--- src/rtl/pa_clint_mh.sv ---
// Core-local interruptor: per-hart software/timer/external interrupts plus a
// 64-bit prescaled mtime counter, accessed over a single-cycle request port.
module pa_clint_mh #(
  parameter int unsigned HART_NUM = 2,
  parameter int unsigned TICK_DIV = 1
) (
  input  logic                forever_cpuclk,
  input  logic                cpurst_b,
  input  logic [1:0]          cpu_clint_mode,
  input  logic                tcipif_clint_sel,
  input  logic                tcipif_clint_write,
  input  logic [15:0]         tcipif_clint_addr,
  input  logic [31:0]         tcipif_clint_wdata,
  input  logic [HART_NUM-1:0] sysio_clint_me_int,
  output logic                clint_tcipif_cmplt,
  output logic [31:0]         clint_tcipif_rdata,
  output logic [HART_NUM-1:0] clint_cpu_ms_int,
  output logic [HART_NUM-1:0] clint_cpu_mt_int,
  output logic [HART_NUM-1:0] clint_cpu_me_int
);

  localparam int unsigned PS_W      = (TICK_DIV > 1) ? $clog2(TICK_DIV) : 1;
  localparam logic [15:0] MSIP_BASE = 16'h0000;
  localparam logic [15:0] CMP_BASE  = 16'h4000;
  localparam logic [15:0] MTIME_LO  = 16'hBFF8;
  localparam logic [15:0] MTIME_HI  = 16'hBFFC;

  logic [63:0]         mtime_q;
  logic [PS_W-1:0]     presc_q;
  logic [HART_NUM-1:0] msip_q;
  logic [HART_NUM-1:0] mt_int_q;
  logic [HART_NUM-1:0] me_int_q;
  logic [63:0]         mtimecmp_q [HART_NUM];
  logic                cmplt_q;
  logic [31:0]         rdata_q;

  logic                m_acc;
  logic                wr_en;
  logic                presc_wrap;
  logic [HART_NUM-1:0] hit_msip;
  logic [HART_NUM-1:0] hit_cmp_lo;
  logic [HART_NUM-1:0] hit_cmp_hi;
  logic                hit_mt_lo;
  logic                hit_mt_hi;
  logic [31:0]         rd_val;

  assign m_acc      = tcipif_clint_sel && (cpu_clint_mode == 2'b11);
  assign wr_en      = m_acc && tcipif_clint_write;
  assign presc_wrap = (presc_q == PS_W'(TICK_DIV - 1));

  // Address decode and read mux; unmapped addresses read as zero
  always_comb begin
    hit_msip   = '0;
    hit_cmp_lo = '0;
    hit_cmp_hi = '0;
    rd_val     = '0;
    hit_mt_lo  = (tcipif_clint_addr == MTIME_LO);
    hit_mt_hi  = (tcipif_clint_addr == MTIME_HI);
    for (int unsigned h = 0; h < HART_NUM; h++) begin
      hit_msip[h]   = (tcipif_clint_addr == MSIP_BASE + 16'(4 * h));
      hit_cmp_lo[h] = (tcipif_clint_addr == CMP_BASE + 16'(8 * h));
      hit_cmp_hi[h] = (tcipif_clint_addr == CMP_BASE + 16'(8 * h + 4));
      if (hit_msip[h])   rd_val = {31'd0, msip_q[h]};
      if (hit_cmp_lo[h]) rd_val = mtimecmp_q[h][31:0];
      if (hit_cmp_hi[h]) rd_val = mtimecmp_q[h][63:32];
    end
    if (hit_mt_lo) rd_val = mtime_q[31:0];
    if (hit_mt_hi) rd_val = mtime_q[63:32];
  end

  always_ff @(posedge forever_cpuclk) begin
    if (!cpurst_b) begin
      mtime_q  <= '0;
      presc_q  <= '0;
      msip_q   <= '0;
      mt_int_q <= '0;
      me_int_q <= '0;
      cmplt_q  <= 1'b0;
      rdata_q  <= '0;
      for (int unsigned h = 0; h < HART_NUM; h++) mtimecmp_q[h] <= '1;
    end else begin
      cmplt_q  <= tcipif_clint_sel;
      rdata_q  <= (m_acc && !tcipif_clint_write) ? rd_val : 32'd0;
      me_int_q <= sysio_clint_me_int;

      // A software load of mtime takes precedence over the tick
      if (wr_en && (hit_mt_lo || hit_mt_hi)) begin
        if (hit_mt_lo) mtime_q[31:0]  <= tcipif_clint_wdata;
        else           mtime_q[63:32] <= tcipif_clint_wdata;
        presc_q <= '0;
      end else if (presc_wrap) begin
        presc_q <= '0;
        mtime_q <= mtime_q + 64'd1;
      end else begin
        presc_q <= presc_q + PS_W'(1);
      end

      for (int unsigned h = 0; h < HART_NUM; h++) begin
        mt_int_q[h] <= (mtime_q >= mtimecmp_q[h]);
        if (wr_en && hit_msip[h])   msip_q[h]             <= tcipif_clint_wdata[0];
        if (wr_en && hit_cmp_lo[h]) mtimecmp_q[h][31:0]  <= tcipif_clint_wdata;
        if (wr_en && hit_cmp_hi[h]) mtimecmp_q[h][63:32] <= tcipif_clint_wdata;
      end
    end
  end

  // Reset in the completion cycle withdraws the response
  assign clint_tcipif_cmplt = cmplt_q & cpurst_b;
  assign clint_tcipif_rdata = rdata_q & {32{cpurst_b}};
  assign clint_cpu_ms_int   = msip_q;
  assign clint_cpu_mt_int   = mt_int_q;
  assign clint_cpu_me_int   = me_int_q;

endmodule

--- config.mk ---
export PLATFORM = sky130hd
export DESIGN_NAME = pa_clint_mh
export DESIGN_NICKNAME = d
export VERILOG_FILES = /design/src/rtl/pa_clint_mh.sv
export SDC_FILE = /design/constraint.sdc
export NUM_CORES = 1
export LEC_CHECK = 0
export ABC_AREA = 1
export CAP_MARGIN = 20
export CORE_MARGIN = 10
export CORE_UTILIZATION = 42
export CTS_CLUSTER_SIZE = 24
export DETAILED_ROUTE_END_ITERATION = 10
export PLACE_DENSITY = 0.61
export SLEW_MARGIN = 20
export SYNTH_ARGS = -nofsm -noshare
export SYNTH_HDL_FRONTEND = slang
export SYNTH_SLANG_ARGS = --single-unit
--- constraint.sdc ---
create_clock -name forever_cpuclk -period 16.12 [get_ports forever_cpuclk]
set_input_delay 4.836 -clock forever_cpuclk [delete_from_list [all_inputs] [get_ports forever_cpuclk]]
set_output_delay 4.836 -clock forever_cpuclk [all_outputs]
set_load 0.02 [all_outputs]
After elaboration in Yosys (flattened, before gate mapping)
Memories as Yosys holds them, arrays and structs flattened. Cells that the tools add are included.

Bits in registers: 104. Output and inout port bits: 39. Logic and storage cells: 79. Bits of input ports: 56. Memories kept: 1. Memory bits (writable): 128.

Memories: mtimecmp_q (words 2, width 64, rd ports 2, clocked after Yosys merged registers in 0, write ports 2, line 33) `logic [63:0] mtimecmp_q [HART_NUM];`.

Bitwise gates (word level): 8. $add $sub $neg: 2. Eq/ne operators: 11. Muxes and demuxes: 29. Reductions and logical operators: 17. Magnitude comparators: 2.

Operators with widths (number): $mux 32 (13); $ge 64x64->1 (2); $mux 64 (2); $add 64x1->64 const B (1); $eq 16x15->1 const B (4); $and 32x32->32 (1); $eq 16x16->1 const B (2); $eq 16x3->1 const B (1); $logic_not 16->1 (1); $mux 1 (14); $logic_and 1x1->1 (10); $reduce_and 2->1 (3); $ne 2x2->1 const B (2); $or 1x1->1 (4); $reduce_or 3->1 (1); $eq 2x2->1 const B (1); $ne 2x1->1 const B (1); $not 1->1 (2); $add 1x1->1 const B (1); $and 1x1->1 (1); $logic_not 1->1 (1); $logic_or 1x1->1 (1).

Longest topological paths before layout
Gate-level depths: netlist (run 1).

Depth in word-level cells: 9. Gate-level depth with buffers: 14. Depth with buffers taken out: 14.

Worst setup path before layout (run 1)
OpenSTA, ideal clock, no wires.

Path kind: input to output. Start: in cpurst_b. End: out clint_tcipif_rdata[10]. Path buffers: 3. Cell stages on the path: 5. Setup slack: 5.478 ns. Data required time: 11.284 ns. Arrival: 5.806 ns. Path through: clkbuf_1 > clkbuf_1 > clkbuf_1 > nand2_1 > inv_1.

Cells in the longest elaborated chain, start to end: 1.

RTL lines: from (decl) (line 8) `input logic cpurst_b,`; $and 32x32->32 (line 109) `assign clint_tcipif_rdata = rdata_q & {32{cpurst_b}};`; to (decl) (line 16) `output logic [31:0] clint_tcipif_rdata,`.

Every way passes these cells.

Worst setup path after layout (run 1)
Start: in cpurst_b. End: out clint_tcipif_rdata[25].

Same word-level chain as after synthesis.

==> qor.txt, run 1 <==
Fmax: 0.0854 GHz
Synth Register Bits: 232
Hold/Removal Path Class: reg2reg
Core Util, Final: 49.6%
Routed wire length per instance: 21.5 um
Post-synthesis xor/xnor area fraction: 2.63%
Main combinational cell family by area after synthesis: simple AND/OR/NAND/NOR gates
Setup-failing EPs final: 0
Synthesized instance count: 2,038
Initial core utilization: 42.8%
TritonCTS sink count: 232
PostCTS Resize Cnt: 0
Cell area after synthesis: 15,300 sq um
Total grt overflow: 0
Final Net Count: 2,287
Final ANT Viol Nets: 0
Synth top area cells: edfxtp_1 25%, dfxtp_1 14%, ha_1 11%
Clock Pin Slew Worst Setup and Hold Paths: 0.06 ns
Fillcell total: 3,586
Worst Setup End Kind: primary output
Sequential fraction of the synthesis area: 38.6%
Worst Skew: 0.0102 ns
Final hold slack: 0.479 ns
Initial antenna violation count: 0
Synthesized-area fraction occupied by adder cells: 10.5%
Leakage power: 7.48 nW
Outcome: finished clean
GR Util met2: 39.7%
Placed cell count: 2,532
Die ar.: 44,500 sq um
Mux share of post-synthesis cell area: 0%
Max clock buf depth: 3
Reg2reg setup slack: 13.21 ns
Post-synthesis compound-gate area fraction: 17.6%
Post-synth top area share: 25.1%
Post-route clock period utilization: 72.6%
Drt via density: 5.68
CTS tree: yes
Worst-skew pair later-pin latency: 0.56 ns
Net count after synthesis: 2,223
Met1 Track Usage GR: 33.2%
Vias: 14,700
Max VDD drop: 0.0783 mV
DR pass1 iterations: 6
Met3 GRT Util: 3.55%
DIE WIDTH: 211 um
Post-route DRC: 0
Cts bufs inserted: 28
Worst Setup EP: clint_tcipif_rdata[25]
PD cells: 87.8 nW/um^2
Drt total wl: 55,600 um
Worst setup SP type: input pin
Max FO, Critical Path: 65
Cts hold-fix bufs: 0
Final hold vios: 0
Crit Path Category: in2out
Setup TNS: 0 ns
GRT Overall Usage: 24.5%
Hpwl dp: 41,200 um
Synth Area in Simple Gates: 20.8%
Final Max Slew Viols: 0
Worst slew margin: 31.1%
Diodes inserted: 0
Mean Syn Cell Area: 7.52 sq um
CP startpoint: cpurst_b
Iteration-0 DRC Markers: 1,516
Final Instance Count excl. Fillers: 2,585
Area of the core: 35,800 sq um
Pin count of the biggest net entering global routing: 66
I/O pins: 95
# rows: 69
Top Usage Layer GRT: met2
Max-Cap Viols: 0
Layout area overhead: 15.8%
Synth Warn #: 0
Die Y: 211 um
Post-synth top area cell: edfxtp_1
RSZ-0062 raised after global routing: false
Worst R2R Start: mtime_q[1]
Setup repair bufs after CTS: 0
Setup ws final: 4.41 ns
Worst-margin pin slew: 1.03 ns
Routability cong.: 1.07
Worst R2R Path Depth: 13
Minimum clock period: 11.71 ns
Global-route wire length before repair: 85,000 um
Layout cells sized above 1: 5.23%
Yosys cell types: 45
H-tree Lvls: 1
CP Data Required Time: 11.28 ns
Hold_sp: clint_cpu_ms_int[1]
Number of global-route vias before repair: 14,500
Pre-CTS setup slack: 4.43 ns
Worst flop-to-flop path endpoint: mtime_q[46]
CP arrival: 6.87 ns
Root buf cell: clkbuf_16
PortBufs: 94
[metrics by stage]
stage / area [sq um] / power, W
detailed placement: 16700 / 0.000857
floorplan: 15300 / 0.000788
global route: 17800 / 0.00161
finish: 17800 / 0.00156
global placement: 16700 / 0.000852
CTS: 17700 / 0.00156
[state kept, by name, indices dropped and copies added, names as in the netlist]
name and flops:
clint_cpu_mt_int 2, mtimecmp_q 128, clint_cpu_me_int 2, mtime_q 64, cmplt_q 1, rdata_q 32
presc_q 1, clint_cpu_ms_int 2
[cell families (layout without fill, tap and decap cells)]
kind of cell               Yosys count  in the layout
buffers and inverters              386            472
DFF                                232            232
adders and majority gates          129            129
xor gates and xnor gates            46             46
and+or+nand+nor                    742            742
other                                1              1
AOI/OAI and AO/OA                  502            502
[worst max-delay path, cell delays in order]
cell and delay, ns:
buf_4 0.60, buf_4 0.54, nand2_1 0.12, inv_1 0.08, clkdlybuf4s50_1 0.60
[cell usage after synthesis, drive strengths merged]
cell	instances
nor2b	1
and3b	1
nand2	379
ha	129
and2	1
o21bai	1
o21ai	243
a211oi	6
a31oi	50
or2	1
inv	305
nor4	6
nand3	87
xor2	35
xnor2	11
o22ai	31
nor3	42
edfxtp	128
nor2	179
buf	23
nand4	41
dfxtp	104
clkbuf	57
a21oi	154
nand2b	1
conb	1
o211ai	4
o21a	11
o2111ai	1
clkinv	1
a21boi	1
nand3b	3
[layout by cell type (no fill, tap or decap), types with 35 or more instances in the layout]
master / instances
clkdlybuf4s50_1: 93
ha_1: 129
edfxtp_1: 128
nand3_1: 85
nand2_1: 371
inv_1: 297
o21ai_0: 145
nor2_1: 171
xor2_1: 35
nand4_1: 41
nor3_1: 40
a31oi_1: 50
a21oi_1: 154
dfxtp_1: 104
o21ai_1: 87
[power by group]
part           switching [W]  internal (W)
logic               0.000105     0.0000619
clock network       0.000268      0.000442
registers          0.0000317      0.000650
total               0.000404       0.00115
[worst min path at each step]
stage	endpoint	slack, ns	cells past startpoint
floorplan	rdata_q[31]	0.51	2
global placement	clint_cpu_ms_int[0]	0.48	2
detailed placement	clint_cpu_ms_int[1]	0.47	2
CTS	clint_cpu_ms_int[1]	0.48	2
global route	clint_cpu_ms_int[1]	0.52	2
finish	clint_cpu_ms_int[1]	0.48	2
[per-layer routing]
| layer | up-vias | share of wire (%) |
|---|---|---|
| met5 | - | 0 |
| met4 | 0 | 2.2 |
| met3 | 92 | 8.1 |
| li1 | 7015 | - |
| met2 | 621 | 46 |
| met1 | 6951 | 44 |
[area by class of cell]
cell class                 instances  area, sq um  share of cell area [%]
clock buffer                      35          788                    4.44
clock inverter                    17          253                    1.42
inverter                         306         1150                    6.47
multi-input combinational       1420         7950                    44.8
sequential                       232         5930                    33.4
tap                              461          577                    3.25
timing repair buffer             114         1110                    6.24
Note: power is estimated with default switching activity, not from simulation.
==> run 2, diff against run 1 <==
Settings changed: PLACE_DENSITY 0.61 to 0.63.
Clock period 16.12 ns to 9.9 ns, I/O delays scaled along.
==> qor.txt, run 2 (synthesis gave the netlist of run 1 again) <==
CP arrival: 4.46 ns (-2.41 ns)
Final ANT Viol Nets: 0 (unchanged)
Minimum clock period: 7.43 ns
Hold_sp: clint_cpu_ms_int[0]
Worst slew margin: 25.2% (-5.9 points)
Top reg by flops: mtimecmp_q
Worst-margin pin slew: 1.11 ns (+0.0819 ns)
H-tree Lvls: 1 (unchanged)
Register area: 5930 sq um (unchanged)
Root buf cell: clkbuf_16
Cts bufs inserted: 27 (-3.6%)
Leakage power: 7.38 nW (-1.4%)
Number of global-route vias before repair: 14,200 (-2.3%)
Footprint of the multi-input gates: 7950 sq um (unchanged)
Area of the core: 35,800 sq um (unchanged)
CTS tree: yes
Worst setup SP type: input pin
Worst Setup End Kind: primary output
Fillcell total: 3,565 (-0.59%)
Crit Path Category: in2out
Max clock buf depth: 3 (unchanged)
Routed wire length per instance: 21.8 um (+1.1%)
Final Net Count: 2,286 (-0.044%)
PD cells: 132 nW/um^2 (+50%)
DP Area: 16,700 sq um (about the same)
Final hold slack: 0.471 ns (-0.00734 ns)
Final Max Slew Viols: 0 (unchanged)
Layout area overhead: 14.2%
Worst hold path depth: 2 (unchanged)
PortBufs: 94 (unchanged)
Final hold vios: 0 (unchanged)
Worst-skew pair later-pin latency: 0.56 ns (about the same)
Most common cell after layout, fill and taps aside: nand2_1
Hold/Removal Path Class: reg2reg
Worst R2R Start: mtime_q[1]
Routability cong.: 1.04 (-2.2%)
Outcome: finished clean
DR pass1 iterations: 5 (-1)
Drt total wl: 56,200 um (+0.99%)
Hpwl dp: 40,900 um (-0.50%)
Max-Cap Viols: 0 (unchanged)
Drt via density: 5.68 (about the same)
Worst flop-to-flop path endpoint: mtime_q[55]
Initial antenna violation count: 0 (unchanged)
Clock Pin Slew Worst Setup and Hold Paths: 0.06 ns (about the same)
Die Y: 211 um (unchanged)
Cts hold-fix bufs: 0 (unchanged)
Pin count of the biggest net entering global routing: 66 (unchanged)
Commonest non-fill, non-tap cells in the layout: 371 x nand2_1, 296 x inv_1, 171 x nor2_1
PostCTS Resize Cnt: 0 (unchanged)
Iteration-0 DRC Markers: 1,576 (+4.0%)
Total grt overflow: 0 (unchanged)
Initial core utilization: 42.8% (unchanged)
GRT Overall Usage: 24.8% (+0.32 points)
Post-route cell area: 17,500 sq um (-1.3%)
Setup-failing EPs final: 0 (unchanged)
Post-route DRC: 0 (unchanged)
Fmax: 0.135 GHz
Reg2reg setup slack: 7.07 ns (-6.14 ns)
Worst Skew: 0.0187 ns (+0.00858 ns)
Die ar.: 44,500 sq um (unchanged)
Worst R2R Path Depth: 8 (-5)
Max VDD drop: 0.123 mV (+57%)
Layout cells sized above 1: 4.90% (-0.32 points)
TritonCTS sink count: 232 (unchanged)
Setup repair bufs after CTS: 0 (unchanged)
Post-route clock period utilization: 75.1%
Vias: 14,700 (-0.082%)
Setup TNS: 0 ns (unchanged)
Largest regs: mtimecmp_q x128, mtime_q x64, rdata_q x32
Global-route wire length before repair: 85,100 um (+0.15%)
# rows: 69 (unchanged)
Diodes inserted: 0 (unchanged)
RSZ-0062 raised after global routing: false
CP Data Required Time: 6.93 ns (-4.35 ns)
I/O pins: 95 (unchanged)
Max reg flops: 128 (unchanged)
Max FO, Critical Path: 65 (unchanged)
Hold path endpoint: clint_cpu_ms_int[0]
DIE WIDTH: 211 um (unchanged)
run 2: cell types whose count changed in the layout (fill, tap and decap cells not counted), sizes merged:
cell and change:
bufinv -6, clkbuf -3, clkinv +8, clkinvlp -1
run 2: metrics by stage:
stage | worst slack (ns) | utilization, % | std cells | power, W
after floorplan | 2.99 | - | 2038 | 0.00128
after global placement | 2.50 | 46.6 | 2532 | 0.00139
after detailed placement | 2.48 | 46.6 | 2533 | 0.00140
after CTS | 2.47 | 48.9 | 2583 | 0.00232
after global routing | 2.36 | 48.9 | 2583 | 0.00240
final | 2.47 | 48.9 | 2583 | 0.00231
run 2: metal layers:
metal	GRT usage, %	wire, um	vias to the layer above
li1	-	-	7006
met1	34.0	24600	6899
met2	40.0	25400	661
met3	3.13	4590	101
met4	7.67	1540	0
met5	0	0	-
run 2: critical path, cell delays in order:
cell and delay (ns):
buf_4 0.63, nand2_1 0.12, inv_1 0.09, clkdlybuf4s50_1 0.60
run 2: cell type report:
| class | instances | area share, % |
|---|---|---|
| flip-flops and latches | 232 | 33.8 |
| well taps | 461 | 3.29 |
| inverters | 306 | 6.56 |
| clock buffers | 32 | 4.14 |
| repair buffers | 114 | 6.26 |
| multi-input cells | 1420 | 45.4 |
| clock inverters | 18 | 0.521 |
run 2: worst max-delay path by stage:
| stage | depth (start not counted) | slack, ns | endpoint | from |
|---|---|---|---|---|
| finish | 4 | 2.47 | clint_tcipif_rdata[26] | cpurst_b |
| detailed placement | 4 | 2.48 | clint_tcipif_rdata[16] | cpurst_b |
| global route | 4 | 2.36 | clint_tcipif_rdata[25] | cpurst_b |
| floorplan | 5 | 2.99 | clint_tcipif_rdata[10] | cpurst_b |
| global placement | 4 | 2.50 | clint_tcipif_rdata[22] | cpurst_b |
| CTS | 4 | 2.47 | clint_tcipif_rdata[26] | cpurst_b |
run 2: power by group:
group	internal [W]	leakage, nW	switching, W
sequential	0.00106	2.14	0.0000510
clock	0.000519	0.406	0.000407
combinational	0.000101	4.83	0.000172
total	0.00168	7.38	0.000630
